## config.mk

```make
export PLATFORM = sky130hd
export DESIGN_NAME = mc_controller
export DESIGN_NICKNAME = d
export VERILOG_FILES = /design/src/rtl/mc_controller.sv
export SDC_FILE = /design/constraint.sdc
export NUM_CORES = 1
export LEC_CHECK = 0
export CORE_UTILIZATION = 45
export DETAILED_ROUTE_END_ITERATION = 10
export GPL_TIMING_DRIVEN = 0
export PLACE_DENSITY = 0.78
export SETUP_SLACK_MARGIN = 0.02
export SYNTH_ARGS = -nofsm -noshare
export SYNTH_HDL_FRONTEND = slang
export SYNTH_SLANG_ARGS = --single-unit
```

## constraint.sdc

```tcl
create_clock -name clk -period 2.2 [get_ports clk]
set_clock_uncertainty 0.1 [all_clocks]
set_input_delay 0.44 -clock clk [delete_from_list [all_inputs] [get_ports clk]]
set_output_delay 0.44 -clock clk [all_outputs]
set_load 0.1 [all_outputs]
```

## src/rtl/mc_controller.sv

```systemverilog
// Multicycle RV32I sequencing controller: decodes the latched instruction and
// steps a Moore state machine that drives every datapath select and enable.
// Memory accesses use a req/ready handshake; illegal encodings trap until reset.
module mc_controller (
  input  logic        clk,
  input  logic        reset,
  input  logic [6:0]  op,
  input  logic [2:0]  funct3,
  input  logic        funct7b5,
  input  logic        zero,
  input  logic        mem_ready,
  output logic        mem_req,
  output logic        mem_write,
  output logic        adr_src,
  output logic        ir_write,
  output logic        pc_write,
  output logic        reg_write,
  output logic [1:0]  alu_src_a,
  output logic [1:0]  alu_src_b,
  output logic [1:0]  result_src,
  output logic [1:0]  imm_src,
  output logic [2:0]  alu_control,
  output logic        trap,
  output logic [3:0]  state,
  output logic [31:0] instret
);

  typedef enum logic [3:0] {
    S_FETCH    = 4'd0,
    S_DECODE   = 4'd1,
    S_MEMADR   = 4'd2,
    S_MEMREAD  = 4'd3,
    S_MEMWB    = 4'd4,
    S_MEMWRITE = 4'd5,
    S_EXECUTER = 4'd6,
    S_ALUWB    = 4'd7,
    S_EXECUTEI = 4'd8,
    S_JAL      = 4'd9,
    S_BEQ      = 4'd10,
    S_TRAP     = 4'd11
  } state_t;

  localparam logic [6:0] OP_LW  = 7'b0000011;
  localparam logic [6:0] OP_SW  = 7'b0100011;
  localparam logic [6:0] OP_R   = 7'b0110011;
  localparam logic [6:0] OP_I   = 7'b0010011;
  localparam logic [6:0] OP_JAL = 7'b1101111;
  localparam logic [6:0] OP_BEQ = 7'b1100011;

  localparam logic [2:0] ALU_ADD = 3'b000;
  localparam logic [2:0] ALU_SUB = 3'b001;
  localparam logic [2:0] ALU_AND = 3'b010;
  localparam logic [2:0] ALU_OR  = 3'b011;
  localparam logic [2:0] ALU_SLT = 3'b101;

  state_t      r_state;
  state_t      w_next;
  logic [31:0] r_instret;
  logic        w_funct_ok;
  logic        w_retire;

  // ALU operation for R-type / I-ALU; sub only for R-type (op[5]=1) with funct7b5
  function automatic logic [2:0] alu_funct(input logic [2:0] f3, input logic f7b5,
                                           input logic op5);
    logic [2:0] r;
    r = ALU_ADD;
    case (f3)
      3'b000:  r = (f7b5 & op5) ? ALU_SUB : ALU_ADD;
      3'b010:  r = ALU_SLT;
      3'b110:  r = ALU_OR;
      3'b111:  r = ALU_AND;
      default: r = ALU_ADD;
    endcase
    return r;
  endfunction

  assign w_funct_ok = (funct3 == 3'b000) || (funct3 == 3'b010) ||
                      (funct3 == 3'b110) || (funct3 == 3'b111);

  // Next-state decode; unused encodings fall back to FETCH
  always_comb begin
    w_next = S_FETCH;
    case (r_state)
      S_FETCH:    w_next = mem_ready ? S_DECODE : S_FETCH;
      S_DECODE: begin
        case (op)
          OP_LW, OP_SW: w_next = S_MEMADR;
          OP_R:         w_next = w_funct_ok ? S_EXECUTER : S_TRAP;
          OP_I:         w_next = w_funct_ok ? S_EXECUTEI : S_TRAP;
          OP_JAL:       w_next = S_JAL;
          OP_BEQ:       w_next = S_BEQ;
          default:      w_next = S_TRAP;
        endcase
      end
      S_MEMADR:   w_next = op[5] ? S_MEMWRITE : S_MEMREAD;
      S_MEMREAD:  w_next = mem_ready ? S_MEMWB : S_MEMREAD;
      S_MEMWB:    w_next = S_FETCH;
      S_MEMWRITE: w_next = mem_ready ? S_FETCH : S_MEMWRITE;
      S_EXECUTER: w_next = S_ALUWB;
      S_EXECUTEI: w_next = S_ALUWB;
      S_ALUWB:    w_next = S_FETCH;
      S_JAL:      w_next = S_ALUWB;
      S_BEQ:      w_next = S_FETCH;
      S_TRAP:     w_next = S_TRAP;
      default:    w_next = S_FETCH;
    endcase
  end

  // An instruction retires on the final transition back to FETCH (JAL via ALUWB)
  assign w_retire = (r_state == S_MEMWB) || (r_state == S_ALUWB) ||
                    (r_state == S_BEQ) || ((r_state == S_MEMWRITE) && mem_ready);

  // State register and retired-instruction counter, cleared asynchronously
  always_ff @(posedge clk or posedge reset) begin
    if (reset) begin
      r_state   <= S_FETCH;
      r_instret <= 32'd0;
    end else begin
      r_state <= w_next;
      if (w_retire) r_instret <= r_instret + 32'd1;
    end
  end

  // Moore output decode; FETCH/BEQ enables gated by mem_ready/zero
  always_comb begin
    mem_req     = 1'b0;
    mem_write   = 1'b0;
    adr_src     = 1'b0;
    ir_write    = 1'b0;
    pc_write    = 1'b0;
    reg_write   = 1'b0;
    alu_src_a   = 2'b00;
    alu_src_b   = 2'b00;
    result_src  = 2'b00;
    alu_control = ALU_ADD;
    trap        = 1'b0;
    case (r_state)
      S_FETCH: begin
        mem_req    = 1'b1;
        alu_src_b  = 2'b10;
        result_src = 2'b10;
        ir_write   = mem_ready;
        pc_write   = mem_ready;
      end
      S_DECODE: begin
        alu_src_a = 2'b01;
        alu_src_b = 2'b01;
      end
      S_MEMADR: begin
        alu_src_a = 2'b10;
        alu_src_b = 2'b01;
      end
      S_MEMREAD: begin
        mem_req = 1'b1;
        adr_src = 1'b1;
      end
      S_MEMWB: begin
        result_src = 2'b01;
        reg_write  = 1'b1;
      end
      S_MEMWRITE: begin
        mem_req   = 1'b1;
        mem_write = 1'b1;
        adr_src   = 1'b1;
      end
      S_EXECUTER: begin
        alu_src_a   = 2'b10;
        alu_control = alu_funct(funct3, funct7b5, op[5]);
      end
      S_EXECUTEI: begin
        alu_src_a   = 2'b10;
        alu_src_b   = 2'b01;
        alu_control = alu_funct(funct3, funct7b5, op[5]);
      end
      S_ALUWB: begin
        reg_write = 1'b1;
      end
      S_JAL: begin
        alu_src_a = 2'b01;
        alu_src_b = 2'b10;
        pc_write  = 1'b1;
      end
      S_BEQ: begin
        alu_src_a   = 2'b10;
        alu_control = ALU_SUB;
        pc_write    = zero;
      end
      S_TRAP: begin
        trap = 1'b1;
      end
      default: begin
        mem_req = 1'b0;
      end
    endcase
  end

  // Immediate format straight from the opcode
  always_comb begin
    case (op)
      OP_SW:   imm_src = 2'b01;
      OP_BEQ:  imm_src = 2'b10;
      OP_JAL:  imm_src = 2'b11;
      default: imm_src = 2'b00;
    endcase
  end

  assign state   = r_state;
  assign instret = r_instret;

endmodule

```

==> results of run 1 <==
## critical path, delay by kind of cell (launching register included)
family,cells,cell delay [ns]
and+or+nand+nor,4,0.85
DFF,1,0.50
buffers and inverters,2,0.34
AOI/OAI and AO/OA,1,0.03
## layout make-up
| type | instances | area, µm² | share of cell area |
|---|---|---|---|
| repair buffers | 101 | 1100 | 0.274 |
| clock inverters | 2 | 35.0 | 0.00871 |
| plain buffers | 10 | 171 | 0.0426 |
| flip-flops and latches | 36 | 973 | 0.242 |
| inverters | 7 | 26.3 | 0.00653 |
| well taps | 52 | 65.1 | 0.0162 |
| clock buffers | 6 | 72.6 | 0.0180 |
| multi-input cells | 178 | 1580 | 0.392 |
## path summary, 6_finish.rpt
kind	to	depth (start not counted)	from	slack [ns]
min in group asynchronous	instret[17]	2	reset	0.40
worst min-delay path	instret[9]	1	instret[9]	0.38
worst max-delay path	alu_control[2]	7	state[2]	-0.37
max in group asynchronous	state[3]	3	reset	1.05
worst min register to register	instret[9]	1	instret[9]	0.38
worst max register to register	instret[25]	11	state[2]	-0.34
## what timing repair did
| action | CTS | global route |
|---|---|---|
| buffers inserted | 12 | 18 |
| pin swaps | 12 | 38 |
| setup endpoints to repair | 54 | 40 |
| resized for setup | 207 | 71 |
| gates cloned | 1 | 1 |
## cell usage in the layout (no fill, tap or decap), types with 3 or more instances in the layout
cell type and count:
a21oi_1 3, a21oi_2 4, and4_1 4, buf_12 16
buf_4 22, buf_6 10, buf_8 5, clkbuf_16 4
clkbuf_8 6, clkdlybuf4s15_1 4, clkdlybuf4s50_1 7, dfrtp_1 10
dfrtp_2 10, dfrtp_4 16, dlygate4sd2_1 36, inv_1 7
nand2_1 24, nand2b_1 3, nand2b_4 7, nand3_1 7
nand3_2 3, nand4_1 7, nor2_1 9, nor2_4 13
nor2b_1 3, nor3_4 10, o21ai_0 4, xnor2_1 19
xor2_1 13
## power by group
group	leakage (nW)	switching, W	internal, W
logic	1.36	0.00263	0.00156
registers	0.435	0.0000970	0.000776
clock network	0.0552	0.000254	0.000336
## per-layer routing
| metal | vias up | share of wire | track usage |
|---|---|---|---|
| li1 | 1018 | - | - |
| met4 | 0 | 0.018 | 0.0622 |
| met5 | - | 0 | 0 |
| met2 | 87 | 0.53 | 0.389 |
| met1 | 1129 | 0.40 | 0.345 |
| met3 | 16 | 0.053 | 0.0613 |
## metrics by stage
step | setup TNS [ns] | util | hold slack [ns] | instance area, µm²
finish | -7.29 | 0.899 | 0.385 | 4020
global route | -9.43 | 0.899 | 0.399 | 4020
CTS | -1.32 | 0.801 | 0.381 | 3580
detailed placement | -17.05 | 0.721 | 0.371 | 3220
global placement | -20.49 | 0.714 | 0.364 | 3200
floorplan | -4.75 | - | 0.507 | 2450
## registers in the layout, summed over array words and instances, names as in the netlist
signal	flops
instret	32
state	4
## cell families (layout without fill, tap and decap cells)
kind of cell,Yosys count,count (layout),share of synthesized area
fa+ha+maj,1,1,0.00581
flops,36,36,0.418
compound gates,27,27,0.0871
xor+xnor,34,34,0.138
simple gates,116,116,0.312
buf+inv,17,126,0.0389
==> run metrics, run 1 <==
status=finished with violations; failing checks=DRC, setup timing; starting density of the core=0.482; fin crit share=1.17; vias per std cell=5.74; cts bufs inserted=5; DP HPWL=3.79 mm; GRT Overall Usage=0.248; GPL Wtd Cong=0.846; RSZ-0062 raised after global routing=yes; final worst slack=-0.367 ns; die footprint=5070 µm²; # hold bufs at CTS=0; Hold Path Class=flip-flop to flip-flop; Area contributors post-synth=dfrtp_1 42%, xnor2_1 8.5%, xor2_1 5.3%, nand2_1 4.5%, nor2_1 4.0%; peak supply drop=between 1500 and 2000 µV; core area=around 4500 µm²; Synth top area share=0.418; Gate Count Post-Synth=231; pin count of the biggest net entering global routing=25; Yosys cell types=47; Die X=slightly above 70 µm; clk_lat worst skew=0.31 ns; GRT Residual Overflow=0; number of synthesized flops with an enable pin=0; # DRC=4; Max-Cap Viols=0; layout cells sized above 1=0.476; final hold viol count=0; YS warnings=0; worst path required time=1.66 ns; top cells by count, synth=36 x dfrtp_1, 26 x nand2_1, 23 x nor2_1; minimum clock period=2.57 ns; fillers=190; CP endpoint kind=primary output; Placed Cells=~350; Non-Filler Instances=392; Achievable Freq=390 MHz; most numerous cell in the Yosys netlist=dfrtp_1; Detailed Route WL=about 7.8 mm; H-tree levels=2; pre-CTS setup slack=-1.04 ns; syn_area_per_cell=9.33 µm²; main flop type after synthesis=dfrtp_1; site row count=24; WS Path Type=flip-flop to primary output; Crit path arrival time=2.03 ns; CP Cell Sequence=buf_8 -> nand2b_4 -> nor2_4 -> a21oi_2 -> or3b_4 -> nor3_4 -> buf_12; net count after synthesis=247; CTS max path bufs=2; nets@finish=around 360; Seq cells post-synth=36; die height=71.2 µm; IO Count=69; DR pass1 iterations=8; root buffer cell=clkbuf_8; Cell Area, Synth=2150 µm²; Cell Pwr Density=1400 nW/µm²; # clock sinks=36; Final Max Tran Viols=0; slowest CP cell=dfrtp_4; initial antenna violation count=0; Slew HR=0.325; Setup Viol. Count Final=34; vias=approximately 2300; Final Power=0.00565 W; Diodes inserted=0; register clock-pin slew on the reported worst setup and hold paths=0.08 ns; antenna-violating nets left=0; CTS tree=done; max incr delay on CP=0.50 ns; slew of the pin with the lowest slew margin=between 1 and 1.5 ns; cell taking the most area after synthesis=dfrtp_1; Routed WL per cell=19.8 µm; crit-path max FO=6; crit path launch type=flip-flop; Leak=1.85 nW; number of port buffers=68; sequential share of the synthesized area=0.418; global-route wire length before repair=9.74 mm; vias in the first global route=2001; Async SR Flop Fraction=1.00; Synth-to-Final Area Change=86.7%; First DRT Iteration DRCs=around 150
Note: power is estimated with default switching activity, not from simulation.
==> inputs of run 2 (changes only) <==
Settings changed: REMOVE_ABC_BUFFERS set to 1.
==> run metrics, run 2 (same netlist as run 1, synthesis figures left out) <==
Detailed Route WL=around 5.5 mm; final hold viol count=0; RSZ-0062 raised after global routing=yes; combinational share of power=0.679; core area=4470 µm²; GPL Wtd Cong=a little over 0.8; sw frac=0.563; Setup Viol. Count Final=6; DR pass1 iterations=7; fin crit share=1.06; clk_lat worst skew=between 0.2 and 0.3 ns; vias per std cell=5.58; slew of the pin with the lowest slew margin=0.966 ns; number of port buffers=68; die footprint=5070 µm²; Largest register FFs=32; worst path required time=roughly 1.7 ns; CTS tree=done; root buffer cell=clkbuf_8; initial antenna violation count=0; # DRC=3; WL met3=319 µm; vias in the first global route=1912; hold_ws=0.364 ns; GRT Overall Usage=0.214; Crit path arrival time=1.79 ns; crit-path max FO=3; status=finished with violations; pre-CTS setup slack=-1.26 ns; DR top layer=met4; Seq pwr share=0.194; Leak=1.54 nW; Cell Pwr Density=approximately 1400 nW/µm²; most frequent cells in the layout=32 x dlygate4sd2_1, 32 x dfrtp_1, 26 x nand2_1; failing checks=DRC, setup timing; Final Power=0.00448 W; Die X=71.2 µm; crit path launch type=flip-flop; Hold Path Class=flip-flop to flip-flop; fillers=around 330; site row count=24; met2 wire length=roughly 2.9 mm; Synth-to-Final Area Change=48.7%; Final Max Tran Viols=0; die height=roughly 70 µm; starting density of the core=0.482; final worst slack=-0.133 ns; area occupied by multi-input gates=~1300 µm²; DP HPWL=3.41 mm; Achievable Freq=429 MHz; register clock-pin slew on the reported worst setup and hold paths=0.07 ns; antenna-violating nets left=0; First DRT Iteration DRCs=62; Psw=0.00253 W; global-route wire length before repair=between 8 and 9 mm; CP endpoint kind=primary output; IO Count=between 60 and 70; Pint=0.00196 W; Max-Cap Viols=0; DRT met1 WL=2.35 mm; nets@finish=approximately 330; register area=908 µm²; Clock Power Share=0.126; cts bufs inserted=5; CTS max path bufs=2; peak supply drop=2340 µV; pin count of the biggest net entering global routing=37; minimum clock period=2.33 ns; final core occ=0.716; vias=just over 2000; # clock sinks=36; GRT Residual Overflow=0; Slew HR=0.359; layout cells sized above 1=0.291; Diodes inserted=0; r2r setup slk=0.13 ns; Routed WL per cell=approximately 15 µm; WS Path Type=flip-flop to primary output; H-tree levels=2
## run 2: area by class of cell
cell class,count,share of cell area
Multi-Input combinational cell,178,0.399
Clock inverter,2,0.0109
Clock buffer,6,0.0226
Timing Repair Buffer,87,0.255
Sequential cell,36,0.283
Tap cell,52,0.0203
Inverter,7,0.00820
## run 2: metrics by stage
| step | TNS (ns) | area [µm²] | cells |
|---|---|---|---|
| 6_report | -0.416 | 3200 | 368 |
| 4_1_cts | -0.270 | 3080 | 364 |
| 2_1_floorplan | -42.34 | 2100 | 221 |
| 3_3_place_gp | -22.13 | 2840 | 341 |
| 3_5_place_dp | -22.88 | 2840 | 341 |
| 5_1_grt | -0.746 | 3200 | 368 |
## run 2: final timing paths
check / from / end / cells past startpoint
worst max-delay path: state[3] / alu_control[2] / 5
worst max register to register: state[0] / instret[18] / 6
worst min register to register: instret[31] / instret[31] / 1
max in group asynchronous: reset / state[1] / 2
worst min-delay path: instret[31] / instret[31] / 1
min in group asynchronous: reset / instret[9] / 2
## run 2: layer usage
metal	vias to the layer above	global-route usage
met5	-	0
li1	970	-
met3	2	0.0484
met1	1002	0.273
met4	0	0.0600
met2	79	0.366
## run 2: worst max-delay path: stages, from the launching register on
cell,delay [ns]
dfrtp_2,0.44
and2b_2,0.25
a21oi_2,0.06
or3b_4,0.41
nor3_4,0.16
buf_12,0.20
## run 2: timing repair
item                       4_1_cts  5_1_grt
hold buffers                     0        0
setup endpoints to repair       74       28
buffers inserted                15        4
pin swaps                        5        6
gates resized for setup        189       37
## run 2: power groups by stage
stage	sequential [W]	combinational, W	clock [W]
after floorplan	0.00144	0.00146	0
after global placement	0.000978	0.00246	0
after detailed placement	0.000981	0.00247	0
after CTS	0.000889	0.00273	0.000571
after global routing	0.000884	0.00316	0.000597
final	0.000871	0.00305	0.000566
